### src/rtl/board_uart_dumper.sv
// Streams the whole double_buffer board out over 8N1 UART as one frame:
// header 0xA5, every word's bytes LSB first, then the XOR of all payload bytes.
module board_uart_dumper #(
    parameter int unsigned ADDR_W       = 12,
    parameter int unsigned DATA_W       = 16,
    parameter int unsigned NUM_WORDS    = 4096,
    parameter int unsigned CLKS_PER_BIT = 868
) (
    input  logic              clk_in,
    input  logic              rst_n_in,
    input  logic              start_in,
    input  logic [DATA_W-1:0] data_r_in,
    output logic [ADDR_W-1:0] addr_r_out,
    output logic              tx_out,
    output logic              busy_out,
    output logic              done_out
);
    localparam int unsigned BYTES  = DATA_W / 8;
    localparam int unsigned BSEL_W = (BYTES > 1) ? $clog2(BYTES) : 1;
    localparam int unsigned TMR_W  = (CLKS_PER_BIT > 1) ? $clog2(CLKS_PER_BIT) : 1;

    localparam logic [7:0]        HEADER    = 8'hA5;
    localparam logic [ADDR_W-1:0] LAST_ADDR = ADDR_W'(NUM_WORDS - 1);
    localparam logic [TMR_W-1:0]  TMR_MAX   = TMR_W'(CLKS_PER_BIT - 1);
    localparam logic [BSEL_W-1:0] LAST_BSEL = BSEL_W'(BYTES - 1);

    typedef enum logic [2:0] {IDLE, HDR, FETCH, LATCH, SEND, CSUM, FIN} state_t;
    state_t state, state_nxt;

    logic [DATA_W-1:0] word;
    logic [BSEL_W-1:0] bsel;
    logic [7:0]        checksum;
    logic [9:0]        shreg;
    logic [3:0]        bit_idx;
    logic [TMR_W-1:0]  timer;
    logic              active;

    logic       tx_last, tx_free;
    logic       load, payload, latch_word, next_byte, next_word, finish;
    logic [7:0] load_byte, cur_byte;

    // A byte may be queued in the same cycle the previous stop bit expires,
    // so back-to-back bytes leave no idle gap.
    assign tx_last  = active && (timer == '0) && (bit_idx == 4'd9);
    assign tx_free  = !active || tx_last;
    assign cur_byte = word[{bsel, 3'b000} +: 8];

    assign tx_out     = active ? shreg[0] : 1'b1;
    assign busy_out   = (state != IDLE);

    always_ff @(posedge clk_in or negedge rst_n_in) begin
        if (!rst_n_in) state <= IDLE;
        else           state <= state_nxt;
    end

    always_comb begin
        state_nxt  = state;
        load       = 1'b0;
        load_byte  = HEADER;
        payload    = 1'b0;
        latch_word = 1'b0;
        next_byte  = 1'b0;
        next_word  = 1'b0;
        finish     = 1'b0;
        case (state)
            IDLE: if (start_in && !done_out) begin
                load      = 1'b1;
                state_nxt = HDR;
            end
            HDR:   state_nxt = FETCH;
            FETCH: state_nxt = LATCH;
            LATCH: begin
                latch_word = 1'b1;
                state_nxt  = SEND;
            end
            SEND: if (tx_free) begin
                load      = 1'b1;
                load_byte = cur_byte;
                payload   = 1'b1;
                if (bsel == LAST_BSEL) begin
                    if (addr_r_out == LAST_ADDR) begin
                        state_nxt = CSUM;
                    end else begin
                        next_word = 1'b1;
                        state_nxt = FETCH;
                    end
                end else begin
                    next_byte = 1'b1;
                end
            end
            CSUM: if (tx_free) begin
                load      = 1'b1;
                load_byte = checksum;
                state_nxt = FIN;
            end
            FIN: if (tx_last) begin
                finish    = 1'b1;
                state_nxt = IDLE;
            end
            default: state_nxt = IDLE;
        endcase
    end

    always_ff @(posedge clk_in or negedge rst_n_in) begin
        if (!rst_n_in) begin
            addr_r_out <= '0;
            word       <= '0;
            bsel       <= '0;
            checksum   <= '0;
            shreg      <= '1;
            bit_idx    <= '0;
            timer      <= '0;
            active     <= 1'b0;
            done_out   <= 1'b0;
        end else begin
            done_out <= finish;
            if (latch_word) begin
                word <= data_r_in;
                bsel <= '0;
            end
            if (next_byte) bsel <= bsel + 1'b1;
            if (next_word) addr_r_out <= addr_r_out + 1'b1;
            if (payload)   checksum <= checksum ^ cur_byte;
            if (finish) begin
                checksum   <= '0;
                addr_r_out <= '0;
            end

            if (load) begin
                shreg   <= {1'b1, load_byte, 1'b0};
                bit_idx <= '0;
                timer   <= TMR_MAX;
                active  <= 1'b1;
            end else if (active) begin
                if (timer == '0) begin
                    if (bit_idx == 4'd9) begin
                        active <= 1'b0;
                    end else begin
                        shreg   <= {1'b1, shreg[9:1]};
                        bit_idx <= bit_idx + 4'd1;
                        timer   <= TMR_MAX;
                    end
                end else begin
                    timer <= timer - 1'b1;
                end
            end
        end
    end

endmodule

### config.mk
export PLATFORM = sky130hd
export DESIGN_NAME = board_uart_dumper
export DESIGN_NICKNAME = d
export VERILOG_FILES = /design/src/rtl/board_uart_dumper.sv
export SDC_FILE = /design/constraint.sdc
export NUM_CORES = 1
export LEC_CHECK = 0
export CAP_MARGIN = 0
export CORE_MARGIN = 1
export CORE_UTILIZATION = 50
export CTS_BUF_LIST = sky130_fd_sc_hd__clkbuf_4 sky130_fd_sc_hd__clkbuf_8
export DETAILED_ROUTE_END_ITERATION = 10
export GPL_ROUTABILITY_DRIVEN = 0
export GPL_TIMING_DRIVEN = 1
export PLACE_DENSITY = 0.81
export SLEW_MARGIN = 20
export SYNTH_ARGS = -nofsm -noshare
export SYNTH_HDL_FRONTEND = slang
export SYNTH_SLANG_ARGS = --single-unit
### constraint.sdc
create_clock -name clk_in -period 4.2 [get_ports clk_in]
set_input_delay 0.84 -clock clk_in [delete_from_list [all_inputs] [get_ports clk_in]]
set_output_delay 0.84 -clock clk_in [all_outputs]
set_load 0.02 [all_outputs]
Word level (Yosys, flattened, before mapping)
Cells that the tools add are included.
- $add $sub $neg: 4
- equality and inequality tests: 15
- shift operators: 1
- muxes and demuxes: 47
- bitwise operators: 1
- reduce and logical (&&, ||, !) cells: 18
- operators with widths (cell ; number):
    10-bit two-way mux ; 8
    8-bit two-way mux ; 4
    12-bit two-way mux ; 2
    3-bit one-hot mux with 7 select lines ; 1
    1-bit two-way mux ; 20
    3-bit two-way mux ; 6
    4-bit two-way mux ; 4
    8-bit one-hot mux with 2 select lines ; 1
    16-bit by 5-bit indexed part select with 8-bit output ; 1
    12-bit by 1-bit adder with 12-bit output (second input constant) ; 1
    12-bit equality test (second input constant) ; 1
    2-bit inequality test (second input constant) ; 6
    10-bit logical NOT ; 1
    2-bit nonzero test ; 5
    10-bit by 1-bit subtractor with 10-bit output (second input constant) ; 1
    3-bit equality test (second input constant) ; 3
    8-bit bitwise XOR ; 1
    3-bit by 2-bit equality test with 1-bit output (second input constant) ; 2
    5-bit AND reduction ; 1
    4-bit by 1-bit adder with 4-bit output (second input constant) ; 1
    4-bit equality test (second input constant) ; 1
    3-bit by 1-bit equality test with 1-bit output (second input constant) ; 1
    1-bit logical AND ; 3
    3-bit logical NOT ; 1
    other kinds (9) ; 10
- bits in registers: 66
- input port bits: 19
- output and inout bits: 15
- logic and storage cells: 96

Longest topological paths before layout
Gate-level depths: netlist of run 1.
- depth in word-level cells: 8
- depth in mapped cells: 9

Worst setup path after synthesis of run 1
OpenSTA, ideal clock, no wires.
- path kind: flip-flop to flip-flop
- from: reg timer[0]
- to: reg timer[1]
- setup time: 127 ps
- data arrival time: 2132 ps
- required time: 4073 ps
- setup slack: 1941 ps
- stages on the path, launching flop included: 9
- period minus slack after synthesis: 2259 ps
- cells stage by stage: dfrtp_1 inv_1 ha_1 or4b_1 o41ai_4 buf_6 nand2_2 mux2i_1 or2_2
- word-level cells in the longest chain between the ends: 8
- elaborated cells on any way between the ends: 13
- those cells by class: 1 x add/sub; 1 x eq/ne; 5 x mux; 6 x reduce/logical
- ends and longest elaborated chain (item ; RTL line ; source):
    from (decl) ; 35 ; logic [TMR_W-1:0] timer;
    from (signal assigned) ; 144 ; timer <= timer - 1'b1;
    10-bit logical NOT ; 44, 135 ;
    1-bit logical AND (2 in a row) ; 44 ; assign tx_last = active && (timer == '0) && (bit_idx == 4'd9);
    1-bit logical OR ; 45 ; assign tx_free = !active || tx_last;
    1-bit two-way mux ; 76, 91 ;
    1-bit one-hot mux with 2 select lines ; 65 ; case (state)
    3-bit inequality test (no source line) / 2-bit nonzero test (equally long branches) ; - ;
    2-bit AND reduction (no source line) ; - ;
Several ways; a longest one is shown, not always the timed one. The select of a mux whose other input is x is not followed.
A chain may end at the register's enable or synchronous reset.

Final worst setup path of run 1
- from: reg timer[1]
- to: reg addr_r_out[10]
- word-level cells in the longest chain between the ends: 7
- elaborated cells on any way between the ends: 10
- those cells by class: 5 x mux; 5 x reduce/logical
- ends and longest elaborated chain (item ; RTL line ; source):
    10-bit logical NOT (*) ; 44 ;
    1-bit logical AND (*) (2 in a row) ; 44 ;
    1-bit logical OR ; 45 ;
    1-bit two-way mux ; 76 ; SEND: if (tx_free) begin
    1-bit two-way mux ; 65 ;
    2-bit nonzero test (no source line) ; - ;
    to (signal assigned) ; 122 ; if (next_word) addr_r_out <= addr_r_out + 1'b1;
    to (decl) ; 13 ; output logic [ADDR_W-1:0] addr_r_out,
Every way passes the cells marked *; elsewhere a longest branch is shown, timed or not.

==> impl_metrics.tcl, run 1 <==
set metrics [dict create \
    grt_pass1_wl_um 11300 \
    max_cap_viol_count 0 \
    whs_ps 501 \
    netlist_instances 324 \
    slew_headroom_pct 29.4 \
    wl_met2_um 3030 \
    die_width_um 84.3 \
    final_common_cell "dfrtp_1" \
    fin_setup_tns_ps 0 \
    hp-class "reg -> reg" \
    postRouteAntennaNets 0 \
    yosys_warnings 0 \
    antenna_found_initial 0 \
    hpwl_um 4610 \
    dr.pass1.iters 4 \
    p_per_area_mw_per_mm2 306 \
    ys_seq_elements 65 \
    cts_tree "yes" \
    area_growth_pct 17.3 \
    fin_worst_skew_ps 8.23 \
    core_mm2 0.00646 \
    rsz0062_at_grt "no" \
    dpl-instance-area_mm2 0.00377 \
    maxSlewViolCount 0 \
    root_buffer "clkbuf_8" \
    wl_met3_um 204 \
    irDropWorstVdd_uv 261 \
    finalCritPeriodShare_pct 73.6 \
    clk_latency_ps 340 \
    synth_edf_count 0 \
    layout.nets 383 \
    start_util_pct 52.4 \
    setup_violations 0 \
    path_clk_slew_ps 70 \
    syn_area_mm2 0.00339 \
    postCtsHoldBufs 0 \
    path_max_fanout 18 \
    io_buffers 33 \
    finalWirelength_um 6450 \
    period_needed_ps 3090 \
    synth_nets 348 \
    rows 29 \
    grt_pass1_vias 2390 \
    vias 2478 \
    insertedDiodeCount 0 \
    tightestPinTransition_ps 1040 \
    startpoint_type "flop" \
    grt_max_degree 40 \
    vias_per_cell 5.62 \
    seq_area_frac_synth_pct 48.4 \
    design_area_mm2 0.00397 \
    post_drt_wl_per_cell_um 14.6 \
    wl_met1_um 3110 \
    htreeDepth 3 \
    p_leak_uw 0.00179 \
    required_ps 4460 \
    synthArstFlopShare_pct 100 \
    post_cts_buffers 0 \
    cts.sinks 65 \
    finish.utilization_pct 61.5 \
    crit_arrival_ps 3350 \
    outcome "completed" \
    grt_overflow 0 \
    cp-end-kind "flop" \
    fmax_mhz 324 \
    drt_iter0_markers 100 \
    path_class "reg -> reg" \
    final_cell_mix "dfrtp_1 (56), nor2_1 (43), clkdlybuf4s50_1 (32)" \
    design.die.area_mm2 0.00711 \
    ioPinCount 34 \
    synth.avg_cell_area_um2 10.5 \
    ys.flop_type "dfrtp_1" \
    synth_cell_types 57 \
    numCtsBuffers 9 \
    drcViolationCount 0 \
    die_y_um 84.3 \
    hold_viol 0 \
    top_layer_used "met4" \
    ctsLongestPathBuffers 2 \
    ctsResizeCount 0 \
    grt_use_total_pct 20.2 \
    final_layout_size_suffix_gt1_share_pct 16.8 \
]
sequential cells by signal (all words and copies together) (netlist names):
signal and cells:
active 1, addr_r_out 12, bit_idx 4, bsel 1, checksum 8, done_out 1, shreg 9, state 3
timer 10, word 16
through the flow:
step | setup slack [ps] | cells | power, uW
3_3_place_gp | 1260 | 425 | 692
3_5_place_dp | 1160 | 425 | 693
5_1_grt | 931 | 441 | 1260
6_report | 1110 | 441 | 1210
2_1_floorplan | 1940 | 324 | 661
4_1_cts | 1140 | 441 | 1230
metal layers:
| metal | track usage [%] | up-vias |
|---|---|---|
| li1 | - | 1219 |
| met1 | 26.2 | 1202 |
| met2 | 32.7 | 47 |
| met3 | 5.31 | 10 |
| met4 | 7.52 | 0 |
| met5 | 0 | - |
critical path, cell delays in order, from the launching register on:
cell and delay (ps):
dfrtp_1 400, inv_1 140, ha_1 170, or4b_1 520, o41ai_4 860, buf_4 340
nand2_4 70, or3_1 370, a21oi_1 140
path summary, 6_finish.rpt:
kind                          start        endpoint  slack, ps  depth (start not counted)
setup / recovery           timer[1]  addr_r_out[10]       1110                          8
setup reg to reg           timer[1]  addr_r_out[10]       1110                          8
hold reg to reg            word[15]        word[15]        500                          1
min in group asynchronous  rst_n_in      bit_idx[2]        610                          1
hold / removal             word[15]        word[15]        500                          1
max in group asynchronous  rst_n_in        shreg[8]       2690                          2
cells in the mapped netlist (2+ instances only):
cell type  count  area [um2]
dfrtp_1       56        1400
nor2_1        43         161
mux2_2        21         236
nand2_1       20        75.1
xor2_1        19         166
nand3_1       17        85.1
mux2i_1       13         130
dfstp_2        9         236
nand2b_1       9        56.3
a21oi_1        8        40.0
inv_1          7        26.3
nand4_1        7        43.8
clkbuf_1       6        22.5
o21ai_0        6        30.0
and3_1         5        31.3
ha_1           5        62.6
o21a_1         5        37.5
xnor2_1        5        43.8
a31oi_1        4        25.0
nor3_1         4        20.0
o32a_1         4        40.0
a22oi_1        3        22.5
and2_1         3        18.8
nand3b_1       3        22.5
and4_1         2        17.5
buf_1          2        7.51
buf_2          2        10.0
buf_4          2        15.0
nor2b_1        2        12.5
nor3b_1        2        15.0
nor4_1         2        12.5
or2_2          2        12.5
or3_1          2        12.5
cells by family (layout without fill, tap and decap cells):
family          count (synthesis)  after routing  share of synthesized area, %
buf+inv                        21             61                          2.84
mux                            34             34                          10.8
fa+ha+maj                       5              5                          1.85
simple gates                  133            133                          20.3
compound gates                 42             42                          9.64
flops                          65             65                          48.4
xor+xnor                       24             24                          6.21
where the power goes:
part / total [uW] / switching (uW) / leakage (uW) / internal (uW)
clock: 534 / 225 / 0.000108 / 309
sequential: 638 / 3.57 / 0.000804 / 634
combinational: 42.9 / 19.5 / 0.000874 / 23.5
cell type report:
class,count,area (um2)
Sequential cell,65,1640
Fill cell,527,2490
Clock inverter,3,40.0
Timing Repair Buffer,37,355
Inverter,8,30.0
Clock buffer,13,160
Multi-Input combinational cell,238,1650
Tap cell,77,96.3
Power figures use the tool's default switching activity.
==> inputs of run 2 (changes only) <==
--- a/config.mk
+++ b/config.mk
@@ -12,7 +12,7 @@
 export DETAILED_ROUTE_END_ITERATION = 10
 export GPL_ROUTABILITY_DRIVEN = 0
 export GPL_TIMING_DRIVEN = 1
-export PLACE_DENSITY = 0.81
+export PLACE_DENSITY = 0.84
 export SLEW_MARGIN = 20
 export SYNTH_ARGS = -nofsm -noshare
 export SYNTH_HDL_FRONTEND = slang
==> constraint.sdc (replaced) <==
create_clock -name clk_in -period 2.8 [get_ports clk_in]
set_input_delay 0.56 -clock clk_in [delete_from_list [all_inputs] [get_ports clk_in]]
set_output_delay 0.56 -clock clk_in [all_outputs]
set_load 0.02 [all_outputs]
==> impl_metrics.tcl, run 2 (synthesis gave the netlist of run 1 again) <==
set metrics [dict create \
    outcome "finished, violations left" \
    violations "DRC" \
    finish.utilization_pct 62.7 \
    rsz0062_at_grt "no" \
    r2r-end "shreg[2]" \
    cp_num_buf_inv 2 \
    grt_use_total_pct 21.0 \
    ff2ff_setup_slack_ps 270 \
    io_buffers 33 \
    cpLargestDelayFamily "simple AND/OR/NAND/NOR gates" \
    setup_ws_ps 275 \
    die_y_um 84.3 \
    vias_per_cell 5.61 \
    fin_worst_skew_ps 10.8 \
    fmax_mhz 396 \
    insertedDiodeCount 0 \
    post_drt_wl_per_cell_um 14.9 \
    largest_reg_flops 16 \
    ctsResizeCount 0 \
    area_growth_pct 19.5 \
    grt_pass1_vias 2490 \
    final_cell_mix "dfrtp_1 (56), nor2_1 (43), clkdlybuf4s50_1 (32)" \
    post_cts_buffers 0 \
    crit_start "timer[1]" \
    layout.nets 389 \
    rr_startpoint "timer[1]" \
    tightestPinTransition_ps 772 \
    finalWirelength_um 6670 \
    clk_latency_ps 330 \
    cpMaxStageDelayCell "or4b_1" \
    cpPeakStageDelay_ps 520 \
    start_util_pct 52.4 \
    hpwl_um 4640 \
    dr.pass1.iters 7 \
    largestRegisters "word x16, addr_r_out x12, timer x10" \
    rows 29 \
    cts_tree "yes" \
    whs_ps 228 \
    slew_headroom_pct 48.4 \
    grt_max_degree 66 \
    path_max_fanout 25 \
    ctsLongestPathBuffers 2 \
    postCtsHoldBufs 0 \
    required_ps 3080 \
    period_needed_ps 2530 \
    hp-class "in -> async" \
    power_uw 1840 \
    drcViolationCount 2 \
    fin_setup_tns_ps 0 \
    final_common_cell "dfrtp_1" \
    path_clk_slew_ps 70 \
    drt_iter0_markers 165 \
    place_ws_ps 279 \
    final_layout_size_suffix_gt1_share_pct 18.1 \
    grt_overflow 0 \
    path_class "reg -> reg" \
    postRouteAntennaNets 0 \
    root_buffer "clkbuf_8" \
    irDropWorstVdd_uv 310 \
    startpoint_type "flop" \
    core_mm2 0.00646 \
    hold_viol 0 \
    design.die.area_mm2 0.00711 \
    ioPinCount 34 \
    htreeDepth 3 \
    p_per_area_mw_per_mm2 456 \
    die_width_um 84.3 \
    top_register "word" \
    cp-end-kind "flop" \
    reg2reg_depth 8 \
    path_cells "inv_1, ha_1, or4b_1, o41ai_4, buf_12, and2_0, and3_1, o32a_1" \
    max_cap_viol_count 0 \
    numCtsBuffers 9 \
    grt_pass1_wl_um 11800 \
    setup_violations 0 \
    vias 2508 \
    crit_arrival_ps 2800 \
    finalCritPeriodShare_pct 90.2 \
    cts.sinks 65 \
    maxSlewViolCount 0 \
    antenna_found_initial 0 \
    p_leak_uw 0.00183 \
]
## run 2: cell count changes in the layout (fill, tap and decap cells not counted), sizes merged
cell	before	now
buf	5	11
## run 2: cell type report
type / count / area (um2)
Clock inverter: 3 / 40.0
Sequential cell: 65 / 1640
Inverter: 8 / 30.0
Multi-Input combinational cell: 238 / 1650
Clock buffer: 13 / 166
Tap cell: 77 / 96.3
Timing Repair Buffer: 43 / 425
Fill cell: 531 / 2410
## run 2: per-layer routing
metal	wire (um)	up-vias	track usage, %
li1	-	1234	-
met1	3060	1218	28.0
met2	3310	47	34.3
met3	196	9	3.24
met4	104	0	9.25
met5	0	-	0
## run 2: worst max path at each step
stage                     endpoint  slack (ps)  cells past startpoint
after detailed placement  shreg[4]         280                      8
final                     shreg[2]         270                      8
after global routing      shreg[2]         100                      8
after CTS                 shreg[2]         260                      8
after global placement    shreg[2]         370                      8
after floorplan           timer[1]         540                      8
## run 2: worst register-to-register path, stage by stage, from the launching register on
cell     delay [ps]
dfrtp_1         400
inv_1           120
ha_1            170
or4b_1          520
o41ai_4         400
buf_12          210
and2_0          300
and3_1          200
o32a_1          150
## run 2: report_power, final
part           total [uW]  internal (uW)  switching (uW)
Combinational        67.1           37.3            29.8
Sequential            957            951            5.34
Clock                 821            477             344
Total                1840           1470             379
## run 2: through the flow
stage / cells / cell area [um2]
finish: 447 / 4050
global route: 447 / 4050
CTS: 447 / 4050
detailed placement: 431 / 3840
global placement: 431 / 3840
floorplan: 324 / 3390
